## src/rtl/bram_port_arbiter.sv

```systemverilog
// bram_port_arbiter: serialises two requesters onto one single-port RAM with a fixed
// IDLE/ISSUE/WAIT/DONE handshake. Define ARB_ROUND_ROBIN_EN for round-robin ties (else requester 0 wins).
module bram_port_arbiter #(
   parameter int ADDR_WIDTH = 4,
   parameter int DATA_WIDTH = 4
) (
   input  logic                  clk,
   input  logic                  reset,
   input  logic                  req0,
   input  logic                  req1,
   input  logic                  we0,
   input  logic                  we1,
   input  logic [ADDR_WIDTH-1:0] addr0,
   input  logic [ADDR_WIDTH-1:0] addr1,
   input  logic [DATA_WIDTH-1:0] wdata0,
   input  logic [DATA_WIDTH-1:0] wdata1,
   output logic                  ack0,
   output logic                  ack1,
   output logic [DATA_WIDTH-1:0] rdata0,
   output logic [DATA_WIDTH-1:0] rdata1,
   output logic                  ram_we,
   output logic [ADDR_WIDTH-1:0] ram_addr,
   output logic [DATA_WIDTH-1:0] ram_data,
   input  logic [DATA_WIDTH-1:0] ram_out
);

`ifdef ARB_ROUND_ROBIN_EN
   localparam logic RR_EN = 1'b1;
`else
   localparam logic RR_EN = 1'b0;
`endif

   typedef enum logic [1:0] {
      ST_IDLE  = 2'd0,
      ST_ISSUE = 2'd1,
      ST_WAIT  = 2'd2,
      ST_DONE  = 2'd3
   } state_t;

   state_t                  state_r;
   state_t                  state_next_s;
   logic                    grant_s;
   logic                    win_s;
   logic                    gnt_id_r;
   logic                    last_gnt_r;
   logic                    op_we_r;
   logic                    ack0_r;
   logic                    ack1_r;
   logic [DATA_WIDTH-1:0]   rdata0_r;
   logic [DATA_WIDTH-1:0]   rdata1_r;
   logic                    ram_we_r;
   logic [ADDR_WIDTH-1:0]   ram_addr_r;
   logic [DATA_WIDTH-1:0]   ram_data_r;

   // Arbitration: pick the winner among currently raised requests
   always_comb begin
      grant_s = 1'b0;
      win_s   = 1'b0;
      if (req0 && req1) begin
         grant_s = 1'b1;
         win_s   = RR_EN ? ~last_gnt_r : 1'b0;
      end else if (req0) begin
         grant_s = 1'b1;
         win_s   = 1'b0;
      end else if (req1) begin
         grant_s = 1'b1;
         win_s   = 1'b1;
      end else begin
         grant_s = 1'b0;
         win_s   = 1'b0;
      end
   end

   // Next-state logic; requests only matter in IDLE
   always_comb begin
      state_next_s = state_r;
      case (state_r)
         ST_IDLE: begin
            if (grant_s) begin
               state_next_s = ST_ISSUE;
            end else begin
               state_next_s = ST_IDLE;
            end
         end
         ST_ISSUE: state_next_s = ST_WAIT;
         ST_WAIT:  state_next_s = ST_DONE;
         ST_DONE:  state_next_s = ST_IDLE;
         default:  state_next_s = ST_IDLE;
      endcase
   end

   // State register
   always_ff @(posedge clk) begin
      if (reset) begin
         state_r <= ST_IDLE;
      end else begin
         state_r <= state_next_s;
      end
   end

   // RAM pin drive, read-data capture, ack pulse and grant history
   always_ff @(posedge clk) begin
      if (reset) begin
         gnt_id_r   <= 1'b0;
         last_gnt_r <= 1'b1;
         op_we_r    <= 1'b0;
         ack0_r     <= 1'b0;
         ack1_r     <= 1'b0;
         rdata0_r   <= {DATA_WIDTH{1'b0}};
         rdata1_r   <= {DATA_WIDTH{1'b0}};
         ram_we_r   <= 1'b0;
         ram_addr_r <= {ADDR_WIDTH{1'b0}};
         ram_data_r <= {DATA_WIDTH{1'b0}};
      end else begin
         case (state_r)
            ST_IDLE: begin
               if (grant_s) begin
                  gnt_id_r   <= win_s;
                  op_we_r    <= win_s ? we1 : we0;
                  ram_we_r   <= win_s ? we1 : we0;
                  ram_addr_r <= win_s ? addr1 : addr0;
                  ram_data_r <= win_s ? wdata1 : wdata0;
               end
            end
            ST_ISSUE: begin
               // RAM samples at this edge; only the write strobe is withdrawn
               ram_we_r <= 1'b0;
            end
            ST_WAIT: begin
               if (!op_we_r) begin
                  if (gnt_id_r) begin
                     rdata1_r <= ram_out;
                  end else begin
                     rdata0_r <= ram_out;
                  end
               end
               if (gnt_id_r) begin
                  ack1_r <= 1'b1;
               end else begin
                  ack0_r <= 1'b1;
               end
            end
            ST_DONE: begin
               ack0_r     <= 1'b0;
               ack1_r     <= 1'b0;
               last_gnt_r <= gnt_id_r;
            end
            default: begin
               ack0_r   <= 1'b0;
               ack1_r   <= 1'b0;
               ram_we_r <= 1'b0;
            end
         endcase
      end
   end

   assign ack0     = ack0_r;
   assign ack1     = ack1_r;
   assign rdata0   = rdata0_r;
   assign rdata1   = rdata1_r;
   assign ram_we   = ram_we_r;
   assign ram_addr = ram_addr_r;
   assign ram_data = ram_data_r;

endmodule

```

## config.mk

```make
export PLATFORM = sky130hd
export DESIGN_NAME = bram_port_arbiter
export DESIGN_NICKNAME = d
export VERILOG_FILES = /design/src/rtl/bram_port_arbiter.sv
export SDC_FILE = /design/constraint.sdc
export NUM_CORES = 1
export LEC_CHECK = 0
export CAP_MARGIN = 20
export CORE_MARGIN = 5
export CORE_UTILIZATION = 46
export CTS_BUF_LIST = sky130_fd_sc_hd__clkbuf_8
export DETAILED_ROUTE_END_ITERATION = 8
export PLACE_DENSITY = 0.86
export SLEW_MARGIN = 10
export SYNTH_ARGS = -nofsm -noshare
export SYNTH_HDL_FRONTEND = slang
export SYNTH_SLANG_ARGS = --single-unit
```

## constraint.sdc

```tcl
create_clock -name clk -period 3 [get_ports clk]
set_input_delay 0.6 -clock clk [delete_from_list [all_inputs] [get_ports clk]]
set_output_delay 0.6 -clock clk [all_outputs]
set_load 0.02 [all_outputs]
```

==> results of run 1 <==
## routing by layer
layer | wire (µm) | vias to the layer above | track usage (%)
met5 | 0 | - | 0
met4 | 38 | 0 | 6.95
met3 | 189 | 4 | 5.35
met2 | 1060 | 34 | 24.7
met1 | 905 | 389 | 15.7
li1 | - | 443 | -
## layout make-up
class,count,area (µm²),share of cell area [%]
multi-input combinational,71,527,34.4
sequential,23,460,30.1
clock buffer,3,41.3,2.70
inverter,4,15.0,0.980
timing repair buffer,45,448,29.2
tap,28,35.0,2.29
clock inverter,1,5.00,0.327
## state kept, by name (all words and copies together), names as in the netlist, 2 cells and up
register / flops
ram_addr: 4
state_r: 2
rdata0: 4
rdata1: 4
ram_data: 4
## kinds of logic after synthesis
kind of cell / Yosys count / synth area share [%]
adders and majority gates: 5 / 5.92
buffers and inverters: 9 / 6.52
muxes: 16 / 15.2
AOI/OAI and AO/OA: 20 / 13.9
and+or+nand+nor: 30 / 14.9
DFF: 23 / 43.6
## power by group through the flow
stage	Sequential [µW]	Clock (µW)	Combinational [µW]
6_report	411	191	428
2_1_floorplan	472	0	231
3_5_place_dp	417	0	427
4_1_cts	412	195	435
3_3_place_gp	417	0	414
5_1_grt	420	212	469
## stage by stage
| step | util [%] | hold slack, ns | area [µm²] | setup slack, ns | instances |
|---|---|---|---|---|---|
| floorplan | - | 0.489 | 1060 | 1.67 | 103 |
| global placement | 67.1 | 0.454 | 1490 | 0.952 | 171 |
| detailed placement | 67.1 | 0.476 | 1490 | 0.875 | 171 |
| CTS | 69.2 | 0.486 | 1530 | 1.16 | 175 |
| global route | 69.2 | 0.525 | 1530 | 1.04 | 175 |
| finish | 69.2 | 0.478 | 1530 | 1.17 | 175 |
## worst max path at each step
stage                start          end  slack [ns]  cells past startpoint
3_3_place_gp          req1  ram_data[1]        0.95                      4
4_1_cts        ram_addr[2]  ram_addr[2]        1.16                      1
5_1_grt               req1  ram_addr[1]        1.04                      4
2_1_floorplan         req0       ram_we        1.67                      4
6_report              req1  ram_data[1]        1.17                      4
3_5_place_dp          req1  ram_addr[3]        0.87                      4
## placed cells by master, fill, tap and decap left out
cell,Yosys,layout
o32ai_2,1,1
o21a_1,2,2
o21ai_0,3,3
or2_2,1,1
inv_1,4,4
a21oi_1,4,4
a211oi_1,9,9
buf_4,0,1
and2_1,1,1
nand3b_1,1,1
clkinv_2,0,1
nor3b_4,1,1
clkdlybuf4s50_1,0,44
ha_1,5,5
nand2b_4,1,1
dfxtp_1,23,23
clkbuf_8,0,3
nor2_2,1,1
nand2b_1,1,1
nand3_1,1,1
nand2_1,3,3
a211oi_2,1,1
mux2i_1,16,16
nor2b_1,2,2
nor2_1,17,17
## worst reg2reg max path: stages, from the launching register on
cell	delay (ns)
dfxtp_1	0.33
inv_1	0.12
ha_1	0.27
o21a_1	0.54
nor2_1	0.09
a211oi_1	0.22
==> key figures, run 1 <==
STA
  – Tmin final: 1.83 ns
  – Clock skew: 0.00170 ns
  – Period utilization: 61.1%
  – Worst slew pin tran: 0.585 ns
  – Slew HR: 61.0%
  – Fin. Hold Viols: 0
  – Final TNS setup: 0 ns
  – # setup viols final: 0
  – Pins Over Slew Limit: 0
  – RSZ-0062 raised after global routing: no
  – Fmax achieved: 546 MHz

Clocking
  – Cts hold-fix bufs: 0
  – CTS clk-pin slew, worst paths: 0.08 ns
  – CTS H-tree depth: 1
  – Setup Fix Bufs, Post-CTS: 0
  – Clock Latency Late Sink: 0.26 ns
  – TritonCTS clock tree: done
  – CTS Sinks: 23
  – Post_cts resized: 0
  – Clk buf depth: 2
  – TritonCTS buffer count: 3
  – Root buffer cell: clkbuf_8

Global routing
  – Vias in the first global route: 918
  – Initial antenna violation count: 0
  – Largest net degree at the start of global routing: 19
  – Global-route wire length before repair: 3.77 mm
  – GRT Total Usage: 14.5%
  – Remaining Overflow, GRT: 0

Critical path
  – Worst path required time: 3.18 ns
  – R2R Path Start: state_r[0]
  – Crit Path Class: input pin to flip-flop
  – CP Capture Type: flip-flop
  – Crit-path cells: clkdlybuf4s50_1 > o21a_1 > nor2_1 > a211oi_1
  – Crit path DAT: 2.01 ns
  – Worst setup SP type: input pin
  – Critical path fanouts, max: 18
  – Cell family with most CP delay: compound AO/OA/AOI/OAI gates
  – Reg2reg setup slack: 1.35 ns
  – Critical Path Max Stage Delay: 0.57 ns
  – WP buf/inv: 1
  – FF-to-FF path depth: 5
  – Slowest cell on crit path: clkdlybuf4s50_1
  – Worst R2R End: ram_data[1]

Die
  – Die Span X: 57.9 µm
  – CORE AREA: 0.00221 mm²
  – Die H: 57.9 µm
  – Row count: 17
  – Starting Density: 47.7%
  – I/O pin cnt: 45
  – Full die area: 0.00335 mm²

Finish
  – Final net count: 179
  – Share of post-route cells with drive strength above 1: 7.48%
  – Fillers: 185
  – Diodes inserted: 0
  – Syn-to-layout area delta: 45.0%

Routing
  – Total Wirelength: 2.20 mm
  – DRC Markers: 0
  – Drt pass-1 iters: 4
  – Routed via count: 870
  – Post-route ant nets: 0
  – DRT iter0 DRCs: 5
  – Wire per inst: 12.5 µm
  – Vias per inst: 4.97

Logic synthesis
  – Syn Nets: 134
  – Top-count cell post-synth: dfxtp_1
  – Most common library cells after synthesis: 23 x dfxtp_1, 17 x nor2_1, 16 x mux2i_1
  – Area share of the largest cell type after synthesis: 43.6%
  – Post-synthesis sequential area ratio: 43.6%
  – Area contributors post-synth: dfxtp_1 44%, mux2i_1 15%, a211oi_1 6.4%
  – Post-Synthesis Cells: 103
  – Yosys warnings: 0
  – Post-Syn Area: 0.00106 mm²
  – Synth async-reset ratio: 0%
  – Post-synth EDFFs: 0
  – Synth area leader: dfxtp_1
  – Main synth FF type: dfxtp_1
  – Synth cell types: 25
  – Average cell area after synthesis: 10.3 µm²
  – Register bit count reported by yosys: 23

Placed design
  – DP HPWL: 1.74 mm
  – IO buf count: 44
  – RD Place Congestion: 0.672

Min path
  – Hold depth: 2
  – Hold-critical path endpoint: ack1
  – Min-Delay Path Class: flip-flop to flip-flop
  – Hold Crit Start: ack1

Power
  – PwrDens: 673 mW/mm²
  – Int Power: 672 µW
  – Max IR drop VDD: 0.417 mV
  – Sw frac: 34.8%
  – Flop pwr share: 39.9%
  – Pleak: 0.000634 µW
  – PnR Total Power: 1030 µW
  – NetSw: 358 µW
  – Clock Power Share: 18.5%
  – Comb pwr share: 41.6%

Job
  – Total of max-cap violations: 0

Status
  – Run status: finished, final reports clean
(Power assumes the default switching activity.)
==> run 2: changes to the inputs <==
CORE_UTILIZATION = 43   (was 46)
PLACE_DENSITY = 0.81   (was 0.86)
clock period = 1.7 ns   (was 3 ns; I/O delays follow)
==> key figures, run 2 (synthesized netlist as in run 1, its figures left out) <==
Clocking
  – Setup Fix Bufs, Post-CTS: 0 (unchanged)
  – Clock Latency Late Sink: 0.26 ns (about the same)
  – Cts hold-fix bufs: 0 (unchanged)
  – Post_cts resized: 0 (unchanged)
  – CTS Sinks: 23 (unchanged)
  – CTS H-tree depth: 1 (unchanged)
  – TritonCTS buffer count: 3 (unchanged)
  – CTS clk-pin slew, worst paths: 0.08 ns (about the same)
  – Clk buf depth: 2 (unchanged)
  – Root buffer cell: clkbuf_8
  – TritonCTS clock tree: done

Critical path
  – WP buf/inv: 1 (unchanged)
  – Reg2reg setup slack: 0.29 ns (-1.06 ns)
  – Crit path depth: 1 (-3)
  – Worst setup SP type: flip-flop
  – Critical path fanouts, max: 2 (-16)
  – CP endpoint: ram_addr[2]
  – FF-to-FF path depth: 5 (unchanged)
  – Worst path required time: 1.36 ns (-1.82 ns)
  – Worst R2R End: rdata0[3]
  – CP Capture Type: output pin
  – Cell family with most CP delay: buffers and inverters
  – Critical Path Max Stage Delay: 0.62 ns (+0.05 ns)
  – R2R Path Start: state_r[0]
  – Worst setup startpoint: ram_addr[2]
  – Crit path DAT: 1.22 ns (-0.79 ns)
  – Crit Path Class: flip-flop to output pin
  – Crit-path cells: clkdlybuf4s50_1
  – Slowest cell on crit path: clkdlybuf4s50_1

STA
  – Final TNS setup: 0 ns (unchanged)
  – RSZ-0062 raised after global routing: no
  – Fin. Hold Viols: 0 (unchanged)
  – Period utilization: 92.0%
  – Slew HR: 78.5% (+17 points)
  – Pins Over Slew Limit: 0 (unchanged)
  – WHS: 0.486 ns (+0.00863 ns)
  – Worst setup margin: 0.135 ns (-1.03 ns)
  – Clock skew: 0.00487 ns (+0.00317 ns)
  – Worst slew pin tran: 0.323 ns (-0.263 ns)
  – Tmin final: 1.56 ns
  – # setup viols final: 0 (unchanged)
  – Fmax achieved: 639 MHz

Min path
  – Hold Crit Start: ack1
  – Min-Delay Path Class: flip-flop to flip-flop

Global routing
  – Remaining Overflow, GRT: 0 (unchanged)
  – Vias in the first global route: 906 (-1.3%)
  – Largest net degree at the start of global routing: 22 (+3)
  – Initial antenna violation count: 0 (unchanged)
  – Global-route wire length before repair: 3.75 mm (-0.56%)
  – GRT Total Usage: 13.4% (-1.1 points)

Status
  – Run status: finished, final reports clean

Routing
  – Vias per inst: 4.80 (-3.5%)
  – Total Wirelength: 2.15 mm (-2.0%)
  – DRT iter0 DRCs: 14 (+9)
  – Wire per inst: 12.1 µm (-3.6%)
  – DRC Markers: 0 (unchanged)
  – Routed via count: 854 (-1.8%)
  – Drt pass-1 iters: 4 (unchanged)
  – Post-route ant nets: 0 (unchanged)

Die
  – I/O pin cnt: 45 (unchanged)
  – Die Span X: 59.6 µm (+2.8%)
  – Full die area: 0.00355 mm² (+5.7%)
  – CORE AREA: 0.00241 mm² (+8.9%)
  – Starting Density: 43.8% (-3.9 points)
  – Die H: 59.6 µm (+2.8%)
  – Row count: 18 (+1)

Finish
  – Diodes inserted: 0 (unchanged)
  – Commonest non-fill, non-tap cells in the layout: 44 x clkdlybuf4s50_1, 23 x dfxtp_1, 17 x nor2_1
  – Final net count: 180 (+0.56%)
  – Share of post-route cells with drive strength above 1: 8.11% (+0.63 points)
  – Fillers: 187 (+1.1%)
  – Final std cell area, no fill: 0.00155 mm² (+1.5%)
  – Commonest non-fill, non-tap cell in the layout: clkdlybuf4s50_1
  – Syn-to-layout area delta: 47.2%

Power
  – PwrDens: 1190 mW/mm² (+76%)
  – Max IR drop VDD: 0.768 mV (+84%)
  – Pleak: 0.000644 µW (+1.5%)

Placed design
  – IO buf count: 44 (unchanged)
  – Placed Area: 0.00151 mm² (+1.5%)
  – DP HPWL: 1.69 mm (-2.4%)
  – RD Place Congestion: 0.722 (+7.4%)
  – Place WS: 0.0884 ns (-0.787 ns)

Job
  – Total of max-cap violations: 0 (unchanged)
## run 2: changes by cell type in the layout (fill, tap and decap cells not counted), sizes merged
cell  before  now
buf        1    2
## run 2: layer usage
metal,track usage [%],vias up,wire [µm]
li1,-,446,-
met1,17.0,378,936
met2,21.7,28,1040
met3,4.14,2,162
met4,3.80,0,12
met5,0,-,0
## run 2: how the worst min path moves through the flow
stage                  endpoint  slack, ns  cells past startpoint
global route        ram_addr[0]       0.53                      2
CTS                        ack1       0.49                      2
finish                     ack1       0.49                      2
floorplan            state_r[1]       0.41                      1
detailed placement         ack1       0.48                      2
global placement           ack1       0.46                      2
## run 2: final cells by class
| cell class | count | area (µm²) | area share, % |
|---|---|---|---|
| multi-input cells | 71 | 527 | 33.9 |
| repair buffers | 46 | 468 | 30.1 |
| flip-flops and latches | 23 | 460 | 29.6 |
| clock buffers | 3 | 41.3 | 2.66 |
| well taps | 30 | 37.5 | 2.42 |
| inverters | 4 | 15.0 | 0.966 |
| clock inverters | 1 | 5.00 | 0.322 |
## run 2: stage by stage
stage               total power, µW  instances  utilization [%]
global route                   1980        178             64.5
CTS                            1860        178             64.5
global placement               1510        174             62.6
finish                         1840        178             64.5
detailed placement             1530        174             62.6
floorplan                      1240        103                -
## run 2: power by group
group	switching, µW	internal [µW]	leakage [µW]	total [µW]
clock	165	163	0.0000255	328
combinational	385	405	0.000429	790
sequential	74.3	652	0.000189	726
